<file path="src/rtl/mdu_pkg.sv">
// -----------------------------------------------------------------------------
// mdu_pkg: shared definitions for the RV32M multiply/divide unit.
//   - MDU_OP_* : funct3 encodings of the eight M-extension operations
//   - mdu_state_e : control FSM states (IDLE, CALC, FIX, FIN)
//   - DIV0_QUOT / INT_MIN : XLEN-wide boundary constants
// -----------------------------------------------------------------------------
package mdu_pkg;

    localparam int MDU_XLEN = 32;

    localparam logic [2:0] MDU_OP_MUL    = 3'b000;
    localparam logic [2:0] MDU_OP_MULH   = 3'b001;
    localparam logic [2:0] MDU_OP_MULHSU = 3'b010;
    localparam logic [2:0] MDU_OP_MULHU  = 3'b011;
    localparam logic [2:0] MDU_OP_DIV    = 3'b100;
    localparam logic [2:0] MDU_OP_DIVU   = 3'b101;
    localparam logic [2:0] MDU_OP_REM    = 3'b110;
    localparam logic [2:0] MDU_OP_REMU   = 3'b111;

    typedef enum logic [1:0] {
        IDLE = 2'd0,
        CALC = 2'd1,
        FIX  = 2'd2,
        FIN  = 2'd3
    } mdu_state_e;

    localparam logic [MDU_XLEN-1:0] DIV0_QUOT = {MDU_XLEN{1'b1}};
    localparam logic [MDU_XLEN-1:0] INT_MIN   = {1'b1, {(MDU_XLEN-1){1'b0}}};

endpackage

</file>
<file path="src/rtl/mdu_div_core.sv">
// -----------------------------------------------------------------------------
// mdu_div_core: restoring-divide step datapath on unsigned magnitudes, plus
// the shared iteration counter (the multiply path in the parent reuses it).
// Ports:
//   clk_i, rst_i   : clock, synchronous active-high reset
//   load_i         : capture dividend/divisor, clear remainder and counter
//   step_i         : advance the counter by one iteration
//   div_en_i       : also perform one shift-subtract step this iteration
//   dividend_i     : dividend magnitude
//   divisor_i      : divisor magnitude
//   quot_o, rem_o  : unsigned quotient / remainder after DIV_ITERS steps
//   last_o         : counter is on its final iteration
// -----------------------------------------------------------------------------
module mdu_div_core #(
    parameter int XLEN      = 32,
    parameter int DIV_ITERS = 32
) (
    input  logic            clk_i,
    input  logic            rst_i,
    input  logic            load_i,
    input  logic            step_i,
    input  logic            div_en_i,
    input  logic [XLEN-1:0] dividend_i,
    input  logic [XLEN-1:0] divisor_i,
    output logic [XLEN-1:0] quot_o,
    output logic [XLEN-1:0] rem_o,
    output logic            last_o
);

    localparam int CW = $clog2(DIV_ITERS + 1);

    logic [CW-1:0]   cnt_q, cnt_d;
    logic [XLEN-1:0] quot_q, quot_d;
    logic [XLEN-1:0] rem_q, rem_d;
    logic [XLEN-1:0] dvsr_q, dvsr_d;
    logic [XLEN:0]   shifted;
    logic [XLEN:0]   diff;

    // quot_q doubles as the dividend shift register: its MSB feeds the
    // partial remainder each step while quotient bits enter at the LSB.
    always_comb begin
        shifted = {rem_q, quot_q[XLEN-1]};
        diff    = shifted - {1'b0, dvsr_q};
        cnt_d   = cnt_q;
        quot_d  = quot_q;
        rem_d   = rem_q;
        dvsr_d  = dvsr_q;
        if (load_i) begin
            cnt_d  = '0;
            quot_d = dividend_i;
            rem_d  = '0;
            dvsr_d = divisor_i;
        end else if (step_i) begin
            cnt_d = cnt_q + CW'(1);
            if (div_en_i) begin
                if (diff[XLEN]) begin
                    // Trial subtract went negative: restore.
                    rem_d  = shifted[XLEN-1:0];
                    quot_d = {quot_q[XLEN-2:0], 1'b0};
                end else begin
                    rem_d  = diff[XLEN-1:0];
                    quot_d = {quot_q[XLEN-2:0], 1'b1};
                end
            end
        end
    end

    always_ff @(posedge clk_i) begin
        if (rst_i) begin
            cnt_q  <= '0;
            quot_q <= '0;
            rem_q  <= '0;
            dvsr_q <= '0;
        end else begin
            cnt_q  <= cnt_d;
            quot_q <= quot_d;
            rem_q  <= rem_d;
            dvsr_q <= dvsr_d;
        end
    end

    assign quot_o = quot_q;
    assign rem_o  = rem_q;
    assign last_o = (cnt_q == CW'(DIV_ITERS - 1));

endmodule

</file>
<file path="src/rtl/mul_div_unit.sv">
// -----------------------------------------------------------------------------
// mul_div_unit: multi-cycle RV32M execute unit (MUL/MULH/MULHSU/MULHU/
// DIV/DIVU/REM/REMU). Works on operand magnitudes and applies the sign in FIX.
// Ports:
//   CLK, RESET   : clock, synchronous active-high reset
//   START        : request, honoured only while BUSY=0
//   FLUSH        : abort any in-flight operation, no DONE, RESULT kept
//   MDU_OP       : funct3 operation select
//   DATA1, DATA2 : rs1 / rs2 operands, captured when START is accepted
//   BUSY         : high in CALC, FIX and FIN
//   DONE         : one-cycle pulse, RESULT valid
//   RESULT       : registered result, held until the next DONE
// Optional feature macro MDU_FAST_MUL_EN: single-cycle 33x33 multiplier for
// the MUL* ops (DONE one edge after acceptance); divide path unchanged.
// XLEN must stay 32 (package constants) and DIV_ITERS must equal XLEN.
// -----------------------------------------------------------------------------
module mul_div_unit
    import mdu_pkg::*;
#(
    parameter int XLEN      = 32,
    parameter int DIV_ITERS = 32
) (
    input  logic            CLK,
    input  logic            RESET,
    input  logic            START,
    input  logic            FLUSH,
    input  logic [2:0]      MDU_OP,
    input  logic [XLEN-1:0] DATA1,
    input  logic [XLEN-1:0] DATA2,
    output logic            BUSY,
    output logic            DONE,
    output logic [XLEN-1:0] RESULT
);

    mdu_state_e state_q, state_d;

    logic              accept, step, do_fix, finish;
    logic              a_signed, b_signed, sa, sb;
    logic              div_by_zero, overflow, special, fast;
    logic [XLEN-1:0]   mag1, mag2, special_res, fast_res;

    logic [2:0]        op_q;
    logic              sa_q, sb_q;
    logic [XLEN-1:0]   a_q;
    logic [2*XLEN-1:0] prod_q;
    logic [XLEN-1:0]   res_q, result_q;
    logic              done_q;

    logic [XLEN:0]     sum;
    logic [2*XLEN-1:0] prod_fix;
    logic [XLEN-1:0]   quot, rem, quot_fix, rem_fix, fix_res;
    logic              div_last;

    // Operand decode on the request inputs (only used at acceptance).
    always_comb begin
        a_signed = (MDU_OP == MDU_OP_MULH) || (MDU_OP == MDU_OP_MULHSU) ||
                   (MDU_OP == MDU_OP_DIV)  || (MDU_OP == MDU_OP_REM);
        b_signed = (MDU_OP == MDU_OP_MULH) || (MDU_OP == MDU_OP_DIV) ||
                   (MDU_OP == MDU_OP_REM);
        sa   = a_signed & DATA1[XLEN-1];
        sb   = b_signed & DATA2[XLEN-1];
        // INT_MIN negates to itself, which is still its correct magnitude.
        mag1 = sa ? -DATA1 : DATA1;
        mag2 = sb ? -DATA2 : DATA2;

        div_by_zero = MDU_OP[2] && (DATA2 == '0);
        overflow    = ((MDU_OP == MDU_OP_DIV) || (MDU_OP == MDU_OP_REM)) &&
                      (DATA1 == INT_MIN) && (DATA2 == DIV0_QUOT);
        special     = div_by_zero || overflow;
        if (div_by_zero) special_res = MDU_OP[1] ? DATA1 : DIV0_QUOT;
        else             special_res = MDU_OP[1] ? '0 : INT_MIN;
    end

`ifdef MDU_FAST_MUL_EN
    logic signed [XLEN:0]     fa, fb;
    logic signed [2*XLEN+1:0] fprod;
    always_comb begin
        fast     = !MDU_OP[2];
        fa       = {a_signed & DATA1[XLEN-1], DATA1};
        fb       = {b_signed & DATA2[XLEN-1], DATA2};
        fprod    = fa * fb;
        fast_res = (MDU_OP == MDU_OP_MUL) ? fprod[XLEN-1:0] : fprod[2*XLEN-1:XLEN];
    end
`else
    assign fast     = 1'b0;
    assign fast_res = '0;
`endif

    // Control FSM next state. FLUSH forces IDLE and drops a same-cycle START.
    always_comb begin
        state_d = state_q;
        accept  = 1'b0;
        step    = 1'b0;
        do_fix  = 1'b0;
        finish  = 1'b0;
        if (FLUSH) begin
            state_d = IDLE;
        end else begin
            case (state_q)
                IDLE: if (START) begin
                    accept  = 1'b1;
                    state_d = (special || fast) ? FIN : CALC;
                end
                CALC: begin
                    step = 1'b1;
                    if (div_last) state_d = FIX;
                end
                FIX: begin
                    do_fix  = 1'b1;
                    state_d = FIN;
                end
                FIN: begin
                    finish  = 1'b1;
                    state_d = IDLE;
                end
                default: state_d = IDLE;
            endcase
        end
    end

    // Shift-add multiply step: add the multiplicand into the high half when
    // the multiplier LSB (low half) is set, then shift the whole pair right.
    assign sum = {1'b0, prod_q[2*XLEN-1:XLEN]} + (prod_q[0] ? {1'b0, a_q} : '0);

    // Sign fix-up and word selection.
    always_comb begin
        prod_fix = (sa_q ^ sb_q) ? -prod_q : prod_q;
        quot_fix = (sa_q ^ sb_q) ? -quot : quot;
        rem_fix  = sa_q ? -rem : rem;
        if (op_q[2])               fix_res = op_q[1] ? rem_fix : quot_fix;
        else if (op_q[1:0] == 2'b00) fix_res = prod_fix[XLEN-1:0];
        else                       fix_res = prod_fix[2*XLEN-1:XLEN];
    end

    mdu_div_core #(
        .XLEN      (XLEN),
        .DIV_ITERS (DIV_ITERS)
    ) u_div_core (
        .clk_i      (CLK),
        .rst_i      (RESET),
        .load_i     (accept),
        .step_i     (step),
        .div_en_i   (op_q[2]),
        .dividend_i (mag1),
        .divisor_i  (mag2),
        .quot_o     (quot),
        .rem_o      (rem),
        .last_o     (div_last)
    );

    always_ff @(posedge CLK) begin
        if (RESET) begin
            state_q  <= IDLE;
            op_q     <= '0;
            sa_q     <= 1'b0;
            sb_q     <= 1'b0;
            a_q      <= '0;
            prod_q   <= '0;
            res_q    <= '0;
            result_q <= '0;
            done_q   <= 1'b0;
        end else begin
            state_q <= state_d;
            done_q  <= finish;
            if (finish) result_q <= res_q;
            if (accept) begin
                op_q   <= MDU_OP;
                sa_q   <= sa;
                sb_q   <= sb;
                a_q    <= mag1;
                prod_q <= {{XLEN{1'b0}}, mag2};
                if (special)   res_q <= special_res;
                else if (fast) res_q <= fast_res;
            end else if (step && !op_q[2]) begin
                prod_q <= {sum, prod_q[XLEN-1:1]};
            end else if (do_fix) begin
                res_q <= fix_res;
            end
        end
    end

    assign BUSY   = (state_q != IDLE);
    assign DONE   = done_q;
    assign RESULT = result_q;

endmodule

</file>
<file path="config.mk">
export PLATFORM = sky130hd
export DESIGN_NAME = mul_div_unit
export DESIGN_NICKNAME = d
export VERILOG_FILES = /design/src/rtl/mdu_pkg.sv /design/src/rtl/mdu_div_core.sv /design/src/rtl/mul_div_unit.sv
export SDC_FILE = /design/constraint.sdc
export NUM_CORES = 1
export LEC_CHECK = 0
export ABC_AREA = 1
export ABC_CLOCK_PERIOD_IN_PS = 5740
export BUFFER_PORTS_ARGS = -buffer_cell sky130_fd_sc_hd__buf_2
export CAP_MARGIN = 20
export CELL_PAD_IN_SITES_DETAIL_PLACEMENT = 1
export CELL_PAD_IN_SITES_GLOBAL_PLACEMENT = 1
export CORE_ASPECT_RATIO = 2
export CORE_UTILIZATION = 48
export CTS_BUF_LIST = sky130_fd_sc_hd__clkbuf_4 sky130_fd_sc_hd__clkbuf_8
export CTS_CLUSTER_SIZE = 8
export DETAILED_ROUTE_END_ITERATION = 8
export PLACE_DENSITY = 0.86
export SETUP_SLACK_MARGIN = 0.3
export SLEW_MARGIN = 15
export SYNTH_ARGS = -nofsm -noshare
export SYNTH_HDL_FRONTEND = slang
export SYNTH_SLANG_ARGS = --single-unit
</file>
<file path="constraint.sdc">
create_clock -name CLK -period 5.74 [get_ports CLK]
set_input_delay 0.287 -clock CLK [delete_from_list [all_inputs] [get_ports CLK]]
set_output_delay 0.287 -clock CLK [all_outputs]
set_load 0.005 [all_outputs]
</file>
## After elaboration in Yosys (flattened, before gate mapping)

Cells that the tools add are included.

- Bits in registers: 270
- Logic and storage cells: 101

- Add/sub/neg operators: 8
- Equal/unequal tests: 14
- Multiplexer cells: 36
- Bitwise logic cells: 3
- Reductions and logical operators: 26

Operator list:

| operator | number |
|---|---|
| 2-to-1 mux 32 bit | 21 |
| negator 32 bit | 4 |
| == test 32 bit (second input constant) | 2 |
| 2-to-1 mux 64 bit | 1 |
| negator 64 bit | 1 |
| adder 32 x 32 -> 33 bit | 1 |
| subtractor 33 x 32 -> 33 bit | 1 |
| logical NOT 32 bit | 1 |
| 2-to-1 mux 1 bit | 10 |
| nonzero test 2 bit | 5 |
| case mux 2 bit (4 select lines) | 1 |
| logical OR 1 bit | 7 |
| adder 6 x 1 -> 6 bit (second input constant) | 1 |
| == test 3 bit (second input constant) | 2 |
| == test 6 x 5 -> 1 bit (second input constant) | 1 |
| 2-to-1 mux 2 bit | 3 |
| inequality test 2 bit (second input constant) | 3 |
| AND reduction 2 bit | 3 |
| == test 2 bit (second input constant) | 2 |
| logical AND 1 bit | 4 |
| logical NOT 2 bit | 2 |
| OR reduction 2 bit | 2 |
| == test 3 x 1 -> 1 bit (second input constant) | 1 |
| == test 3 x 2 -> 1 bit (second input constant) | 1 |
| other kinds (6) | 7 |

## Depth between registers and ports, before layout

Gate-level depths: netlist of run 1.

- Depth in word-level cells: 8
- Depth in mapped cells: 18

## Cells and area by module

Synthesis of run 1 repeated with hierarchy kept, for this count alone.

- Cell total of the unflattened synthesis: 3895
- Area total of the unflattened synthesis: 22482.8 um2

Modules (own cells, without submodules):

| module | instances | cells each | area each (um2) | sequential area each (um2) |
|---|---|---|---|---|
| mul_div_unit | 1 | 2743 | 15549.9 | 3363.2 |
| mdu_div_core | 1 | 1152 | 6932.9 | 2042.0 |

## Worst setup path before layout of run 1

OpenSTA, ideal clock, no wires.

- Kind: register to register
- Start point: register prod_q[0]
- End point: register prod_q[53]
- Library setup time: 0.109 ns
- Arrival: 2.436 ns
- Slack: 3.195 ns
- Stages on the path, launching flop included: 18
- Path buffers: 2
- Cell sequence: dfxtp_1 -> buf_2 -> clkbuf_1 -> nand2_1 -> inv_1 -> ha_1 -> fa_1 -> nand3_1 -> nand2_1 -> a21boi_0 -> o21ai_0 -> a21o_1 -> nand2_1 -> nand2_1 -> nand2_1 -> nand3_1 -> nand2_1 -> inv_1

- Cells in the longest elaborated chain, start to end: 2

RTL lines:

| element | line | RTL |
|---|---|---|
| start, declared | mul_div_unit.sv:45 | `logic [2*XLEN-1:0] prod_q;` |
| start signal, assigned | mul_div_unit.sv:171 | `prod_q <= {{XLEN{1'b0}}, mag2};` |
| start signal, assigned | mul_div_unit.sv:175 | `prod_q <= {sum, prod_q[XLEN-1:1]};` |
| 2-to-1 mux 32 bit | mul_div_unit.sv:123 | `assign sum = {1'b0, prod_q[2*XLEN-1:XLEN]} + (prod_q[0] ? {1'b0, a_q} : '0);` |
| adder 32 x 32 -> 33 bit | mul_div_unit.sv:123 |  |

No other way between the ends.
A chain may end at the register's enable or synchronous reset.

## Worst setup path in the final report of run 1

- Start point: register prod_q[0]
- End point: register res_q[13]

- Cells in the longest elaborated chain, start to end: 7

RTL lines:

| element | line | RTL |
|---|---|---|
| negator 64 bit | mul_div_unit.sv:127 | `prod_fix = (sa_q ^ sb_q) ? -prod_q : prod_q;` |
| 2-to-1 mux 64 bit | mul_div_unit.sv:127 |  |
| 2-to-1 mux 32 bit | mul_div_unit.sv:131 | `else if (op_q[1:0] == 2'b00) fix_res = prod_fix[XLEN-1:0];` |
| 2-to-1 mux 32 bit | mul_div_unit.sv:130 | `if (op_q[2]) fix_res = op_q[1] ? rem_fix : quot_fix;` |
| 2-to-1 mux 32 bit | mul_div_unit.sv:176 | `end else if (do_fix) begin` |
| 2-to-1 mux 32 bit | mul_div_unit.sv:174 | `end else if (step && !op_q[2]) begin` |
| 2-to-1 mux 32 bit | mul_div_unit.sv:166 | `if (accept) begin` |
| end signal, assigned | mul_div_unit.sv:172 | `if (special) res_q <= special_res;` |
| end signal, assigned | mul_div_unit.sv:173 | `else if (fast) res_q <= fast_res;` |
| end signal, assigned | mul_div_unit.sv:177 | `res_q <= fix_res;` |
| end, declared | mul_div_unit.sv:46 | `logic [XLEN-1:0] res_q, result_q;` |

No other way between the ends. The select of a mux whose other input is x is not followed.

==> reports/qor.csv, run 1 <==
metric;value;unit
H-tree level count;2;
asr flop ratio synth;0;%
crit path buf inv count;2;
clock slew at reported path FFs;0.06;ns
Slew Viols, Final;0;
mux cell area share after synthesis;0.0452;%
WS Path Type;register to register;
DR pass1 iterations;8;
post-place instance area;0.0229;mm^2
Maximum Capacitance Violations;0;
vias in the first global route;27271;
mapped cell area;0.0221;mm^2
Clock Latency Late Sink;0.65;ns
internal power;0.00332;W
ys flop type;dfxtp_1;
Crit. End Element;register;
area of the die;0.0470;mm^2
Avg Synthesized Cell Area;5.68;um^2
type of origin of the critical path;register;
Critical Path AT;4.05;ns
post-cts hold buffer count;2;
Residual DRC;0;
final setup vio count;0;
via count;26955;
worst reg2reg startpoint;prod_q[0]$_SDFFE_PP0P_;
grt total ovfl;0;
area fraction in compound gates after synthesis;19.6;%
post-synthesis xor/xnor area fraction;1.66;%
WHS;0.0362;ns
hold_sp;DATA1[0];
Top delay family on crit path;simple AND/OR/NAND/NOR gates;
die width;154;um
CTS tree;built;
PwrDens;228;mW/mm^2
skew final;0.0521;ns
r2r worst-path depth;12;
largest family of logic cells by synthesized area;simple AND/OR/NAND/NOR gates;
row cnt;110;
Iter 0 DRT Violations;1548;
PostCTS Resize Cnt;0;
Area growth, synth to finish;7.74;%
Synth top area share;24.4;%
Period minus WS final;3.47;ns
Mapped Cells;3897;
Avg WL per Cell;22.8;um
I/O pin count;105;
Max Fclk;288;MHz
top cells by area, synth;dfxtp_1 24%, nand2_1 18%, nor2_1 8.6%;
Adder-Cell Fraction of Synth Area;4.48;%
via/cell ratio;5.97;
Core Area;0.0453;mm^2
Slew @ Worst Pin;1.11;ns
clock tree buffer depth;3;
Post-Synth Simple-Gate Area;38.4;%
Post-synth EDFFs;0;
post-route cell area;0.0238;mm^2
max incr delay on CP;0.97;ns
clock power share;34.0;%
Root Buffer;clkbuf_8;
r2r endpoint;res_q[13]$_SDFFE_PP0P_;
CP most frequent cell;nand2_1;
Seq pwr share;38.2;%
post-CTS setup buffers;0;
sequential element share of the synthesized area;24.4;%
Die Y;306;um
Detail Placement HPWL;81.0;mm
Lkg Pwr;12.2;nW
Crit-path slowest cell;dfxtp_1;
r2r setup slk;2.27;ns
first-pass GRT wire length;155;mm
flops & latches, synth;270;
setup tns final;0;ns
slew margin rel.;25.8;%
Final #Nets;4077;
layout cells sized above 1;6.53;%
CP Cell Sequence;inv_2 > nand3_1 > nor2_1 > nand2_1 > inv_1 > nand3_1 > nand2_1 > nand2_1 > nor2_1 > o21ai_1 > nand2_1 > a21oi_1;
clock sink count;270;
Sw Pwr;0.00212;W
Worst Hold Class;input pin to register;
hold path cells;3;
status;finished, final reports clean;
RSZ-0062 raised after global routing;no;
Netlist cell types;53;
maximum fanout along the worst path;33;
switching share of power;38.9;%
total wire length;103;mm
RePlAce Congestion;1.01;
yosys synthesis warning count;0;
Syn Nets;4046;
TritonCTS Buffers;45;
IR drop worst, VDD;224;uV
initial core utilization;48.9;%
CP required;6.32;ns
Final period util;60.4;%
I/O Buffers;104;
Logic pwr share;27.8;%
largest net degree at the start of global routing;97;
antenna-violating nets left;0;
dominant cell type by area after synthesis;dfxtp_1;
Final Hold Vio Count;0;
Worst Hold Endpoint;a_q[0]$_SDFFE_PP0P_;
initial antenna violation count;2;
All-Layer GR Usage;43.5;%
[tightest hold or removal path: stages]
cell	delay (ns)
buf_2	0.13
nand2_1	0.13
a21oi_1	0.08
[routing by layer]
layer,wire length [um],share of wire [%],track usage [%]
met1,34400,33,40.4
met2,49200,48,75.5
met3,5490,5.3,7.12
met4,13700,13,50.1
met5,14,0.014,0
[power groups by stage]
stage / clock, W / combinational, W / sequential, W
finish: 0.00185 / 0.00151 / 0.00208
global placement: 0 / 0.00142 / 0.00211
detailed placement: 0 / 0.00145 / 0.00211
CTS: 0.00185 / 0.00146 / 0.00207
floorplan: 0 / 0.000958 / 0.00206
global route: 0.00192 / 0.00163 / 0.00208
[area by class of cell]
cell class,instances,area (um^2)
fill,6768,21400
multi-input combinational,2980,14200
sequential,270,5410
inverter,500,1880
clock buffer,63,805
timing repair buffer,131,741
tap,560,701
clock inverter,10,96.3
antenna,1,2.50
[cells in the final DEF, fill, tap and decap left out, types with 6 or more instances in the layout]
cell	n
o211ai_1	34
a31oi_1	9
a21o_1	11
nand2_1	1078
clkbuf_4	10
nand3b_1	11
clkbuf_8	53
dfxtp_1	270
clkinv_2	6
buf_4	24
o21bai_1	21
buf_2	104
inv_2	12
o22ai_1	30
nor2_1	507
xnor2_1	13
o21ai_0	343
nand2_2	8
nand4_1	52
xor2_1	29
ha_1	76
o21ai_1	48
inv_1	483
nor2_2	16
a221oi_1	8
nand3_1	327
a21oi_1	273
nor3_1	40
o21a_1	6
[worst max-delay path by stage]
| stage | startpoint | to | slack [ns] | cells after the start |
|---|---|---|---|---|
| 6_report | prod_q[0]$_SDFFE_PP0P_ | res_q[13]$_SDFFE_PP0P_ | 2.27 | 12 |
| 4_1_cts | prod_q[0]$_SDFFE_PP0P_ | prod_q[53]$_SDFFE_PP0P_ | 2.33 | 14 |
| 2_1_floorplan | prod_q[0]$_SDFFE_PP0P_ | prod_q[53]$_SDFFE_PP0P_ | 3.19 | 17 |
| 5_1_grt | prod_q[0]$_SDFFE_PP0P_ | prod_q[61]$_SDFFE_PP0P_ | 1.92 | 14 |
| 3_3_place_gp | MDU_OP[1] | a_q[11]$_SDFFE_PP0P_ | 2.14 | 11 |
| 3_5_place_dp | MDU_OP[1] | a_q[11]$_SDFFE_PP0P_ | 2.02 | 11 |
[state kept, by name, summed over array words and instances (netlist names), 2 cells and up]
| signal | count |
|---|---|
| prod_q | 64 |
| RESULT | 32 |
| a_q | 32 |
| res_q | 32 |
| u_div_core.dvsr_q | 32 |
| u_div_core.quot_o | 32 |
| u_div_core.rem_o | 32 |
| u_div_core.cnt_q | 6 |
| op_q | 3 |
| state_q | 2 |
[logic make-up (layout without fill, tap and decap cells)]
group	Yosys count	count (layout)
flip-flops	270	270
adder cells (fa/ha/maj)	78	78
buffers and inverters	647	704
XOR/XNOR	42	42
AO/OA/AOI/OAI	800	800
other	0	1
multiplexers	1	1
AND/OR/NAND/NOR	2059	2059
[through the flow]
step	total power (W)	instances	util [%]	setup WS, ns
4_1_cts	0.00538	4514	52.6	2.33
5_1_grt	0.00564	4515	52.6	1.92
3_3_place_gp	0.00353	4439	50.6	2.14
3_5_place_dp	0.00356	4439	50.6	2.02
2_1_floorplan	0.00301	3897	-	3.19
6_report	0.00544	4515	52.6	2.27
[cells in the mapped netlist, drive strengths merged, types with 7 or more instances]
cell	number
o21bai	21
nand2	1086
buf	56
dfxtp	270
a21oi	276
o22ai	30
a31oi	9
xnor2	13
nor3	42
nand3b	11
nand4	52
or2	7
clkbuf	91
nand3	329
xor2	29
ha	76
o21ai	392
a221oi	8
a21o	11
o211ai	34
inv	496
nor2	527
Power figures use the tool's default switching activity.
==> run 2, diff against run 1 <==
--- a/config.mk
+++ b/config.mk
@@ -5,18 +5,18 @@
 export SDC_FILE = /design/constraint.sdc
 export NUM_CORES = 1
 export LEC_CHECK = 0
-export ABC_AREA = 1
-export ABC_CLOCK_PERIOD_IN_PS = 5740
+export ABC_AREA = 0
+export ABC_CLOCK_PERIOD_IN_PS = 2900
 export BUFFER_PORTS_ARGS = -buffer_cell sky130_fd_sc_hd__buf_2
 export CAP_MARGIN = 20
 export CELL_PAD_IN_SITES_DETAIL_PLACEMENT = 1
 export CELL_PAD_IN_SITES_GLOBAL_PLACEMENT = 1
 export CORE_ASPECT_RATIO = 2
-export CORE_UTILIZATION = 48
+export CORE_UTILIZATION = 43
 export CTS_BUF_LIST = sky130_fd_sc_hd__clkbuf_4 sky130_fd_sc_hd__clkbuf_8
 export CTS_CLUSTER_SIZE = 8
 export DETAILED_ROUTE_END_ITERATION = 8
-export PLACE_DENSITY = 0.86
+export PLACE_DENSITY = 0.76
 export SETUP_SLACK_MARGIN = 0.3
 export SLEW_MARGIN = 15
 export SYNTH_ARGS = -nofsm -noshare
==> constraint.sdc (replaced) <==
create_clock -name CLK -period 2.9 [get_ports CLK]
set_input_delay 0.145 -clock CLK [delete_from_list [all_inputs] [get_ports CLK]]
set_output_delay 0.145 -clock CLK [all_outputs]
set_load 0.005 [all_outputs]
==> reports/qor.csv, run 2 <==
metric;value;unit;change
Crit. End Element;register;;
Critical Path AT;3.82;ns;-0.23 ns
Detail Placement HPWL;75.3;mm;-7.0%
Final period util;113;%;+53 points
failing checks;setup timing;;
Lkg Pwr;11.2;nW;-8.4%
Crit-path slowest cell;or3_4;;
grt total ovfl;0;;unchanged
All-Layer GR Usage;45.4;%;+2.0 points
CP required;3.44;ns;-2.88 ns
ys flop type;dfxtp_1;;
crit path buf inv count;5;;+3
type of origin of the critical path;register;;
via count;23354;;-13%
PwrDens;409;mW/mm^2;+80%
slew margin rel.;38.4;%;+13 points
Final #Nets;3156;;-23%
final setup vio count;70;;+70
max incr delay on CP;0.39;ns;-0.58 ns
fin worst setup slack;-0.390;ns;-2.66 ns
I/O pin count;105;;unchanged
Slew @ Worst Pin;0.923;ns;-0.190 ns
Area growth, synth to finish;43.4;%;
Die Y;297;um;-2.8%
setup tns final;-15.78;ns;-15.78 ns
maximum fanout along the worst path;7;;-79%
CP Cell Sequence;buf_6 > ha_4 > a21o_1 > or3_4 > o22a_4 > a31oi_4 > nand2_2 > a41o_4 > xnor2_4 > buf_12 > buf_12 > buf_12 > buf_16 > a21oi_4 > a21oi_2;;
first-pass GRT wire length;149;mm;-3.7%
max reg flops;64;;unchanged
largest net degree at the start of global routing;102;;+5.2%
Avg WL per Cell;30.5;um;+34%
RSZ-0062 raised after global routing;yes;;
Maximum Capacitance Violations;0;;unchanged
flops & latches, synth;270;;unchanged
mapped cell area;0.0187;mm^2;-15%
status;complete, but fails checks;;
RePlAce Congestion;1.03;;+1.7%
CP most frequent cell;buf_12;;
skew final;0.0705;ns;+0.0184 ns
Slew Viols, Final;0;;unchanged
Final Hold Vio Count;0;;unchanged
Period minus WS final;3.29;ns;-0.180 ns
Avg Synthesized Cell Area;7.49;um^2;+32%
Iter 0 DRT Violations;1774;;+15%
dominant cell type by area after synthesis;dfxtp_1;;
die width;149;um;-2.8%
most frequent cells in the layout;431 x buf_4, 267 x nand2_1, 259 x dfxtp_1;;
post-place instance area;0.0232;mm^2;+1.5%
Max Fclk;304;MHz;+5.5%
clock slew at reported path FFs;0.07;ns;about the same
via/cell ratio;6.52;;+9.2%
initial core utilization;43.8;%;-5.1 points
Post-synth EDFFs;0;;unchanged
asr flop ratio synth;0;%;unchanged
total wire length;109;mm;+6.3%
Clock Latency Late Sink;0.64;ns;about the same
WS Path Type;register to register;;
sequential element share of the synthesized area;28.9;%;+4.5 points
Synth top area share;28.9;%;+4.5 points
most common cell in the netlist;a21oi_1;;
Root Buffer;clkbuf_8;;
CTS tree;built;;
antenna-violating nets left;0;;unchanged
post-route cell area;0.0268;mm^2;+12%
vias in the first global route;24270;;-11%
register with the most flip-flops;prod_q;;
area of the die;0.0444;mm^2;-5.6%
Residual DRC;0;;unchanged
Core Area;0.0427;mm^2;-5.7%
Top delay family on crit path;compound AO/OA/AOI/OAI gates;;
clock tree buffer depth;3;;unchanged
IR drop worst, VDD;402;uV;+79%
row cnt;107;;-2.7%
layout cells sized above 1;33.8;%;+27 points
top cells by area, synth;dfxtp_1 29%, a21oi_1 7.9%, nand2_1 5.6%;;
final core occ;62.8;%;+10 points
DR pass1 iterations;5;;-3
Netlist cell types;78;;+47%
most common cell after layout, fill and taps aside;buf_4;;
Worst Hold Class;input pin to register;;
initial antenna violation count;6;;+4
H-tree level count;2;;unchanged
Mapped Cells;2496;;-36%
yosys synthesis warning count;0;;unchanged
clock sink count;270;;unchanged
TritonCTS Buffers;45;;unchanged
I/O Buffers;104;;unchanged
Post-synth top cells;296 x a21oi_1, 281 x nand2_1, 270 x dfxtp_1, 211 x nor2_1, 177 x o21ai_0;;
Syn Nets;2645;;-35%
run 2: changes by cell type after synthesis, sizes merged, moves of 32 or more:
| cell | previous run | this run |
|---|---|---|
| inv | 496 | 78 |
| xnor2 | 13 | 108 |
| nand2 | 1086 | 281 |
| nand3 | 329 | 42 |
| nor2 | 527 | 211 |
| a21boi | 4 | 68 |
| o21ai | 392 | 177 |
| clkbuf | 91 | 123 |
| xor2 | 29 | 116 |
| mux2i | 1 | 52 |
| and2 | 1 | 45 |
| o31ai | 2 | 34 |
run 2: what timing repair did:
item,in CTS,in global routing
pin swaps,164,127
gates cloned,5,0
hold buffers,7,0
setup endpoints to repair,85,110
resized for setup,265,196
hold endpoints to repair,7,0
buffers inserted,30,23
run 2: through the flow:
stage / power [W] / instances / hold slack, ns / setup slack (ns)
after CTS: 0.0105 / 3555 / 0.00941 / -0.184
after global placement: 0.00654 / 3439 / 0.443 / -0.555
after detailed placement: 0.00663 / 3440 / 0.445 / -0.506
final: 0.0110 / 3583 / 0.0233 / -0.390
after floorplan: 0.00532 / 2496 / 0.224 / -0.0524
after global routing: 0.0112 / 3579 / 0.0458 / -0.425
run 2: per-layer routing:
layer / vias to the layer above / part of all wire, % / GRT usage, %
met5: - / 0 / 0
met4: 0 / 15 / 52.7
met3: 706 / 6.4 / 7.54
met2: 1414 / 48 / 78.6
met1: 11298 / 31 / 41.2
li1: 9936 / - / -
run 2: area by class of cell:
| type | count | area, um^2 |
|---|---|---|
| Antenna cell | 5 | 12.5 |
| Clock inverter | 7 | 77.6 |
| Sequential cell | 270 | 5430 |
| Inverter | 78 | 295 |
| Fill cell | 5062 | 15900 |
| Tap cell | 545 | 682 |
| Timing Repair Buffer | 612 | 4870 |
| Clock buffer | 66 | 840 |
| Multi-Input combinational cell | 2000 | 14600 |
run 2: power breakdown:
group	internal [W]	switching, W
registers	0.00385	0.000159
logic	0.00126	0.00195
clock network	0.00194	0.00182
run 2: worst register-to-register path, cell delays in order (launching register included):
cell and delay, ns:
dfxtp_4 0.35, buf_6 0.12, ha_4 0.22, a21o_1 0.21, or3_4 0.39, o22a_4 0.25, a31oi_4 0.25, nand2_2 0.12
a41o_4 0.26, xnor2_4 0.24, buf_12 0.14, buf_12 0.15, buf_12 0.13, buf_16 0.12, a21oi_4 0.06, a21oi_2 0.19
run 2: path summary, 6_finish.rpt:
path	startpoint	to	slack (ns)	depth (start not counted)
max	u_div_core.rem_o[4]$_SDFFE_PP0P_	u_div_core.rem_o[3]$_SDFFE_PP0P_	-0.39	15
min	DATA2[6]	u_div_core.dvsr_q[6]$_SDFFE_PP0P_	0.02	4
max reg2reg	u_div_core.rem_o[4]$_SDFFE_PP0P_	u_div_core.rem_o[3]$_SDFFE_PP0P_	-0.39	15
min reg2reg	RESULT[7]$_SDFFE_PP0P_	RESULT[7]$_SDFFE_PP0P_	0.46	2
run 2: kinds of logic (layout without fill, tap and decap cells):
| family | count (synthesis) | in the layout | synth area share [%] |
|---|---|---|---|
| compound gates | 827 | 827 | 27.4 |
| xor+xnor | 224 | 224 | 10.5 |
| fa+ha+maj | 78 | 78 | 5.30 |
| buf+inv | 227 | 763 | 4.58 |
| flops | 270 | 270 | 28.9 |
| mux | 52 | 52 | 2.78 |
| other cells | 0 | 5 | 0 |
| simple gates | 818 | 819 | 20.6 |
